<file path="src/rtl/rv32ima_pkg.sv">
// Shared types for the rv32ima memory controller: RAM arbiter states and the
// request record latched when a port is granted.
package rv32ima_pkg;

  localparam int XLEN  = 32;
  localparam int XSTRB = XLEN / 8;

  typedef enum logic [1:0] {
    IDLE,
    GRANT_I,
    GRANT_D
  } arb_state_t;

  typedef struct packed {
    logic [XLEN-1:0]  addr;
    logic [XLEN-1:0]  wdata;
    logic [XSTRB-1:0] strb;
    logic             wen;
  } arb_req_t;

endpackage

</file>
<file path="src/rtl/ram_port_arbiter.sv">
// Shares the single RAM port between instruction fetch (I) and load/store (D):
// one access in flight, D-over-I priority with a starvation override, and a response timeout.
module ram_port_arbiter
  import rv32ima_pkg::*;
#(
  parameter int ADDR_W     = 32,
  parameter int DATA_W     = 32,
  parameter int STARVE_MAX = 4,
  parameter int TIMEOUT    = 16
) (
  input  logic                clk,
  input  logic                rst,
  input  logic                i_req,
  input  logic [ADDR_W-1:0]   i_addr,
  output logic [DATA_W-1:0]   i_rdata,
  output logic                i_ack,
  input  logic                d_ren,
  input  logic                d_wen,
  input  logic [ADDR_W-1:0]   d_addr,
  input  logic [DATA_W-1:0]   d_wdata,
  input  logic [DATA_W/8-1:0] d_strb,
  output logic [DATA_W-1:0]   d_rdata,
  output logic                d_ack,
  output logic                ram_ren,
  output logic                ram_wen,
  output logic [ADDR_W-1:0]   ram_addr,
  output logic [DATA_W-1:0]   ram_store,
  output logic [DATA_W/8-1:0] ram_strb,
  input  logic [DATA_W-1:0]   ram_load,
  input  logic                ram_ready,
  output logic                bus_err
);

  localparam int SW = $clog2(STARVE_MAX + 1);
  localparam int TW = (TIMEOUT > 0) ? $clog2(TIMEOUT + 1) : 1;

  arb_state_t    state_q;
  arb_req_t      req_q;
  logic [SW-1:0] starve_q;
  logic [TW-1:0] tmo_q;

  logic i_pend;
  logic d_pend;
  logic d_wins;
  logic timed_out;
  logic granted;

  // A port whose ack is showing is still holding its old request, so it is ignored.
  assign i_pend    = i_req & ~i_ack;
  assign d_pend    = (d_ren | d_wen) & ~d_ack;
  assign d_wins    = d_pend & (~i_pend | (starve_q < SW'(STARVE_MAX)));
  assign timed_out = (TIMEOUT > 0) && !ram_ready && (tmo_q == TW'(TIMEOUT - 1));

  assign granted   = (state_q != IDLE);
  assign ram_ren   = (state_q == GRANT_I) || ((state_q == GRANT_D) && !req_q.wen);
  assign ram_wen   = (state_q == GRANT_D) && req_q.wen;
  assign ram_addr  = granted ? req_q.addr[ADDR_W-1:0]    : '0;
  assign ram_store = granted ? req_q.wdata[DATA_W-1:0]   : '0;
  assign ram_strb  = granted ? req_q.strb[DATA_W/8-1:0]  : '0;

  always_ff @(posedge clk) begin
    if (rst) begin
      state_q  <= IDLE;
      req_q    <= '0;
      starve_q <= '0;
      tmo_q    <= '0;
      i_ack    <= 1'b0;
      d_ack    <= 1'b0;
      bus_err  <= 1'b0;
      i_rdata  <= '0;
      d_rdata  <= '0;
    end else begin
      i_ack   <= 1'b0;
      d_ack   <= 1'b0;
      bus_err <= 1'b0;
      case (state_q)
        IDLE: begin
          tmo_q <= '0;
          if (d_wins) begin
            state_q     <= GRANT_D;
            req_q.addr  <= XLEN'(d_addr);
            req_q.wdata <= XLEN'(d_wdata);
            req_q.strb  <= d_wen ? XSTRB'(d_strb) : '1;
            req_q.wen   <= d_wen;
            if (i_pend)
              starve_q <= starve_q + 1'b1;
            else if (!i_req)
              starve_q <= '0;
          end else if (i_pend) begin
            state_q     <= GRANT_I;
            req_q.addr  <= XLEN'(i_addr);
            req_q.wdata <= '0;
            req_q.strb  <= '1;
            req_q.wen   <= 1'b0;
            starve_q    <= '0;
          end else if (!i_req) begin
            starve_q <= '0;
          end
        end
        GRANT_I, GRANT_D: begin
          // A RAM response arriving on the last allowed cycle still counts as success.
          if (ram_ready || timed_out) begin
            state_q <= IDLE;
            bus_err <= ~ram_ready;
            if (state_q == GRANT_I) begin
              i_ack   <= 1'b1;
              i_rdata <= ram_ready ? ram_load : '0;
            end else begin
              d_ack   <= 1'b1;
              d_rdata <= (ram_ready && !req_q.wen) ? ram_load : '0;
            end
          end else begin
            tmo_q <= tmo_q + 1'b1;
          end
        end
        default: state_q <= IDLE;
      endcase
    end
  end

endmodule

</file>
<file path="config.mk">
export PLATFORM = sky130hd
export DESIGN_NAME = ram_port_arbiter
export DESIGN_NICKNAME = d
export VERILOG_FILES = /design/src/rtl/rv32ima_pkg.sv /design/src/rtl/ram_port_arbiter.sv
export SDC_FILE = /design/constraint.sdc
export NUM_CORES = 1
export LEC_CHECK = 0
export ABC_AREA = 1
export CAP_MARGIN = 10
export CELL_PAD_IN_SITES_DETAIL_PLACEMENT = 1
export CELL_PAD_IN_SITES_GLOBAL_PLACEMENT = 2
export CORE_MARGIN = 2
export CORE_UTILIZATION = 23
export CTS_CLUSTER_SIZE = 16
export DETAILED_ROUTE_END_ITERATION = 8
export GPL_ROUTABILITY_DRIVEN = 0
export GPL_TIMING_DRIVEN = 0
export PLACE_DENSITY_LB_ADDON = 0.1
export SLEW_MARGIN = 20
export SYNTH_ARGS = -nofsm -noshare
export SYNTH_HDL_FRONTEND = slang
export SYNTH_SLANG_ARGS = --single-unit
</file>
<file path="constraint.sdc">
create_clock -name clk -period 3.8 [get_ports clk]
set_input_delay 0.95 -clock clk [delete_from_list [all_inputs] [get_ports clk]]
set_output_delay 0.95 -clock clk [all_outputs]
set_load 0.01 [all_outputs]
</file>
Word-level counts from Yosys, hierarchy flattened --
Index checks and enable logic that the tools add are counted. W data, S select, Z words.
Cells by class: add/sub/neg operators 2, order comparisons 1, eq/ne operators 6, multiplexer cells 20, bitwise operators 12, reduce and logical (&&, ||, !) cells 19
Operators with widths (count):
- $mux W69 | 2
- $mux W32 | 4
- $mux W3 | 4
- $pmux W5 S2 | 1
- $mux W4 | 2
- $not A1 Y1 | 7
- $mux W2 | 3
- $reduce_and A2 Y1 | 3
- $reduce_and A3 Y1 | 2
- $reduce_bool A2 Y1 | 3
- $add A5 B1 Y5 const B | 1
- $eq A5 B4 Y1 const B | 1
- $mux W5 | 1
- $logic_and A1 B1 Y1 | 4
- $ne A2 B2 Y1 const B | 2
- $pmux W2 S2 | 1
- $add A3 B1 Y3 const B | 1
- $and A1 B1 Y1 | 3
- $lt A3 B3 Y1 const B | 1
- $ne A3 B3 Y1 const B | 1
- $reduce_or A3 Y1 | 1
- $eq A2 B1 Y1 const B | 1
- $eq A2 B2 Y1 const B | 1
- $logic_not A1 Y1 | 2
- 5 further kinds | 8
Word-level totals: register bits after elaboration 146, input port bits 138

Longest topological paths before layout --
depth in word-level cells 7, depth in mapped cells 11, gate-level depth less buffers 10

Least setup slack after synthesis --
Ideal clock, no wire load.
kind reg-to-output, from register state_q[0], to output port ram_addr[10], arrival time 1231 ps, required time 2850 ps, path slack 1619 ps, stages on the path, launching flop included 6, path buffers 2, cells stage by stage dfxtp_1 inv_1 ha_1 clkbuf_1 clkbuf_1 nor2_1
Between the ends: word-level cells in the longest chain between the ends 2
Ends and longest elaborated chain:
- from (decl) | RTL line ram_port_arbiter.sv:37 | arb_state_t state_q;
- from (signal assigned) | RTL line ram_port_arbiter.sv:63 | state_q <= IDLE;
- from (signal assigned) | RTL line ram_port_arbiter.sv:80 | state_q <= GRANT_D;
- from (signal assigned) | RTL line ram_port_arbiter.sv:90 | state_q <= GRANT_I;
- $reduce_bool A2 Y1 | RTL line ram_port_arbiter.sv:54 | assign granted = (state_q != IDLE);
- $mux W32 | RTL line ram_port_arbiter.sv:57 | assign ram_addr = granted ? req_q.addr[ADDR_W-1:0] : '0;
- to (decl) | RTL line ram_port_arbiter.sv:26 | output logic [ADDR_W-1:0] ram_addr,
No other way between the ends.

Worst setup path in the final report --
from register state_q[1], to output port ram_addr[20]
The elaborated chain is that of the path after synthesis.

==> metrics.md <==
| Metric | Value |
|---|---|
| Cells after DPL | 1641 |
| Max clock buf depth | 2 |
| Worst-path fanout max | 10 |
| Fin crit period | 3.43 ns |
| Setup TNS Final | 0 ns |
| Library cells used by synthesis | 29 |
| Final Skew | approximately 0.015 ns |
| Drt total wl | ~25000 um |
| GRT met2 Usage | between 20% and 30% |
| Worst setup path endpoint | ram_addr[20] |
| Core Area | ~0.028 mm2 |
| M1 GR Usage | about a fifth |
| Period utilization | 90.3% |
| Fillers | around 3.5k |
| Hold path cells | 2 |
| Reg area | about 0.0029 mm2 |
| Routed wire length per instance | 14.8 um |
| Share of layout cells above drive strength 1 | around 6.6% |
| Ys flop type | dfxtp_1 |
| Initial DRC Count | 255 |
| Worst EP arrival | ~2.5 ns |
| Post-synth EDFFs | 0 |
| Mapped Cells | roughly 1000 |
| Peak Freq | approximately 300 MHz |
| Net Count, Synth | 1133 |
| Crit start category | flip-flop |
| Crit Reg-Reg Startpoint | tmo_q[0] |
| Area contributors post-synth | dfxtp_1 45%, nand2_1 14%, nor2_1 12%, inv_1 6.7%, a21oi_1 5.7% |
| Synth top area share | 44.7% |
| Pin count of the biggest net entering global routing | 17 |
| Reg-to-reg endpoint | d_rdata[26] |
| Clk root buf | clkbuf_16 |
| Number of antenna violations at the first check in global routing | 1 |
| Later-pin clock latency in the skew report | 0.42 ns |
| Worst-Margin Slew | around 0.63 ns |
| Top cells by count, synth | 245 x nand2_1, 210 x nor2_1, 146 x dfxtp_1 |
| Die X | around 170 um |
| Endpoints failing setup | 0 |
| Vias post-DR | 6918 |
| Layout Nets | ~1.4k |
| Ys Warns | 0 |
| Hold Crit Class | reg2reg |
| Sequential share of the synthesized area | 44.7% |
| Register bit total from synthesis | roughly 150 |
| Post-Layout Cell Count | 1674 |
| Post-DP HPWL | 19200 um |
| Mean Syn Cell Area | between 6 and 7 um2 |
| Gr usage total | around 17% |
| Grt total ovfl | 0 |
| Worst Setup SP | state_q[1] |
| Yosys top cell by area | dfxtp_1 |
| # H-tree levels | 4 |
| Row Count | slightly above 60 |
| Vias in the first global route | around 7k |
| Total CTS buffers | 17 |
| Count leader, synth | nand2_1 |
| Drt drc | 0 |
| TritonRoute pass-1 iters | 5 |
| Peak VDD IR | about 0.00028 V |
| Cell Area, Synth | 0.00654 mm2 |
| Top Ports | approximately 280 |
| Pins Over Slew Limit | 0 |
| GR peak layer | met2 |
| Critical Path RT | between 2 and 3 ns |
| First-pass GRT wire length | between 30000 and 40000 um |
| Status | complete, no violations |
| Initial core utilization | approximately a quarter |
| Max-slew headroom at the worst pin | 57.9% |
| Ys async rst share | 0% |
| Multi-input gate area | around 0.0028 mm2 |
| Die Height | between 150 and 200 um |
| CP Capture Type | primary output |
| Unrepaired setup endpoints after global routing | false |
| IO Port Bufs | roughly 270 |
| TritonCTS clock tree | done |
| Util after Layout | about 37% |
| Area delta synth->final | 58.5% |
| Met3 usage | under 10% |
| PD cells | 468 mW/mm2 |
| Post-CTS Hold Fix Bufs | 0 |
| Final hold violation count | 0 |
| DIE AREA | between 0.02 and 0.03 mm2 |
| Clock-pin slew on the worst setup and hold paths | roughly 0.070 ns |
| ANT nets after route | 0 |
| Setup slack, reg-to-reg | between 1.5 and 2 ns |
| Worst R2R Path Depth | 11 |
| Max Cap Violations | 0 |
| Worst setup path class | reg2out |
| CTS Sinks | 146 |
| Vias per cell | 4.13 |
| Leak Pwr | between 4 and 5 nW |
## repair_timing
action / in CTS / in global routing
endpoints found under the setup margin: 10 / 15
buffers inserted: 0 / 0
gates resized for setup: 1 / 2
## worst max-delay path: stages, from the launching register on
cell             delay (ns)
dfxtp_1                0.32
inv_1                  0.09
ha_1                   0.23
clkbuf_2               0.30
clkbuf_1               0.47
nor2_1                 0.10
clkdlybuf4s50_1        0.56
## stage by stage
stage                     setup WS (ns)  power (mW)  hold WS (ns)  instance area (um2)
after CTS                        0.0555        4.95         0.465                10400
after detailed placement          0.422        3.18         0.453                 9750
after floorplan                    1.62        2.52         0.439                 6540
final                             0.370        4.85         0.461                10400
after global placement            0.392        3.17         0.448                 9750
after global routing              0.164        5.18         0.483                10400
## cells in the final DEF, fill, tap and decap left out, drive strengths merged, types with 2 or more instances in the layout
master,n
clkdlybuf4s50,274
nand2,248
nor2,213
dfxtp,146
inv,131
a21oi,76
o21ai,63
nand3,44
buf,41
clkbuf,38
ha,6
o31ai,3
clkinv,2
## cell families after synthesis
| logic type | after synthesis | synth area share [%] |
|---|---|---|
| fa+ha+maj | 6 | 1.15 |
| simple gates | 509 | 30.6 |
| compound gates | 146 | 11.7 |
| buf+inv | 182 | 11.8 |
| flops | 146 | 44.7 |
## sequential cells by signal, indices dropped and copies added (netlist names)
| register | cells |
|---|---|
| bus_err | 1 |
| d_ack | 1 |
| d_rdata | 32 |
| i_ack | 1 |
| i_rdata | 32 |
| req_q | 69 |
| starve_q | 3 |
| state_q | 2 |
| tmo_q | 5 |
## routing by layer
metal  vias up  wire length [um]  share of wire [%]
met1      3118             11200                 45
met3        20              1560                6.3
li1       3603                 -                  -
met5         -                 0                  0
met4         0               368                1.5
met2       177             11700                 47
## layout make-up
class	instances	share of cell area (%)
well taps	378	4.57
inverters	121	4.38
clock buffers	18	4.24
diodes	1	0.0242
multi-input cells	661	27.4
clock inverters	14	1.57
repair buffers	274	26.5
plain buffers	61	3.10
flip-flops and latches	146	28.2
## report_power, final
part | leakage (nW) | internal, mW | switching (mW) | total (mW)
Sequential | 1.20 | 1.70 | 0.0684 | 1.77
Clock | 0.295 | 0.960 | 0.776 | 1.74
Combinational | 2.87 | 0.589 | 0.755 | 1.34
Total | 4.36 | 3.25 | 1.60 | 4.85
## how the worst min path moves through the flow
stage          startpoint         to  slack (ns)
3_3_place_gp    req_q[31]  req_q[31]        0.45
2_1_floorplan   req_q[36]  req_q[36]        0.44
6_report        req_q[17]  req_q[17]        0.46
5_1_grt         req_q[13]  req_q[13]        0.48
3_5_place_dp    req_q[17]  req_q[17]        0.45
4_1_cts         req_q[17]  req_q[17]        0.47
Power figures use the tool's default switching activity.
==> edit (same settings) <==
Encoding of `arb_state_t`: now one-hot (3 bits for 3 states).
--- a/src/rtl/rv32ima_pkg.sv
+++ b/src/rtl/rv32ima_pkg.sv
@@ -7,6 +7,6 @@
 
-  typedef enum logic [1:0] {
-    IDLE,
-    GRANT_I,
-    GRANT_D
+  typedef enum logic [2:0] {
+    IDLE    = 3'b001,
+    GRANT_I = 3'b010,
+    GRANT_D = 3'b100
   } arb_state_t;
Behaviour: same outputs for any inputs over 4 cycles, from zero or initial values and one cycle with rst high; so few cycles prove little.
==> edit against the original RTL <==
  * Setup slack improved by 0.23 ns
  * Total power shrank 7.2%
  * Wire length rose by 2.7%
  * Final area is 0.78% lower
  * Worst hold slack better by 0.0025 ns
  * Register-to-register slack worse by 0.16 ns
  * Sequential cell count grew 1
  * Sequential share of layout area rose by 0.42 points
  * Area after synthesis decreased by 0.44%
  * First-iteration DRC count increased by 2.4%
  * Sequential power fell by 2%
  * Maximum frequency rose by 7.1%
  * Final cell count is 1.6% lower
==> edit: results (changes against the original RTL) <==
p_int_mw: 3.04  # was 3.25 mW
status: "complete, no violations"  # unchanged
nets: 1396  # was 1,426
yosysSeqAreaShare_pct: 45.2  # was 44.7%
vias_per_cell: 4.26  # was 4.13
ys_top_cells_by_area: "dfxtp_1 45%, nand2_1 18%, a21oi_1 8.0%"  # was dfxtp_1 45%, nand2_1 14%, nor2_1 12%
grt_pass1_vias: 7047  # was 7,022
drt-initial-drc-count: 261  # was 255
use_met2_pct: 27.4  # was 28.0%
wl_met2_um: 11300  # was 11,700 um
grt_util_met3_pct: 5.42  # was 4.99%
drive_gt1_share_pct: 7.18  # was 6.56%
firstDrtPassIters: 4  # was 5
clk_share_pct: 5.47  # was 5.81%
inverters_excl_clock: 109  # was 121
place_inst: 1614  # was 1,641
stdcell_area_um2: 10300  # was 10,400 um2
comb_power_share_pct: 24.7  # was 27.7%
buffers: 336  # was 335
met1_usage_pct: 22.3  # was 20.8%
max_stage_delay_ns: 0.59  # was 0.56 ns
place_area_um2: 9710  # was 9750 um2
relSlewSlack_pct: 54.9  # was 57.9%
synth_common_cells: "309 x nand2_1, 147 x dfxtp_1, 107 x inv_1"  # was 245 x nand2_1, 210 x nor2_1, 146 x dfxtp_1
track_usage_pct: 17.2  # was 16.7%
die_x_um: 172  # was 173 um
synth_cell_types: 24  # was 29
syn_nets: 1104  # was 1,133
ctsResizeCount: 0  # was 1
power_density_nw_per_um2: 438  # was 468 nW/um2
multi_input_area_um2: 2820  # was 2840 um2
nFillCells: 3427  # was 3,498
grt_pass1_wl_um: 39200  # about the same
worst_ir_drop_vdd_mv: 0.226  # was 0.283 mV
multi_input_gates: 644  # was 661
totalWireLength_um: 25400  # was 24,800 um
place_hpwl_um: 19100  # was 19,200 um
seqCellArea_um2: 2940  # was 2920 um2
syn_inst: 963  # was 989
pg_clk_mw: 1.66  # was 1.74 mW
via_count: 7022  # was 6,918
==> edit: changes by cell type after synthesis, sizes merged, moves of 12 or more <==
cell	before	now
a21oi	76	105
inv	121	109
nand2	248	311
nand3	44	89
nor2	213	88
o21ai	63	43
==> edit: worst paths after layout <==
kind                                                from                  endpoint  slack [ns]  cells past startpoint
worst max register to register     tmo_q[0]$_SDFFE_PP0P_   i_rdata[8]$_SDFFE_PP0P_        1.76                     10
worst min-delay path            i_rdata[31]$_SDFFE_PP0P_  i_rdata[31]$_SDFFE_PP0P_        0.46                      2
worst min register to register  i_rdata[31]$_SDFFE_PP0P_  i_rdata[31]$_SDFFE_PP0P_        0.46                      2
worst max-delay path             state_q[2]$_SDFFE_PP0P_               ram_strb[0]        0.60                      7
==> edit: logic make-up after synthesis <==
logic type               count (synthesis)  synth area share (%)
AO/OA/AOI/OAI                          150                  11.9
adder cells (fa/ha/maj)                  3                 0.577
flip-flops                             147                  45.2
AND/OR/NAND/NOR                        491                  30.8
buffers and inverters                  172                  11.5
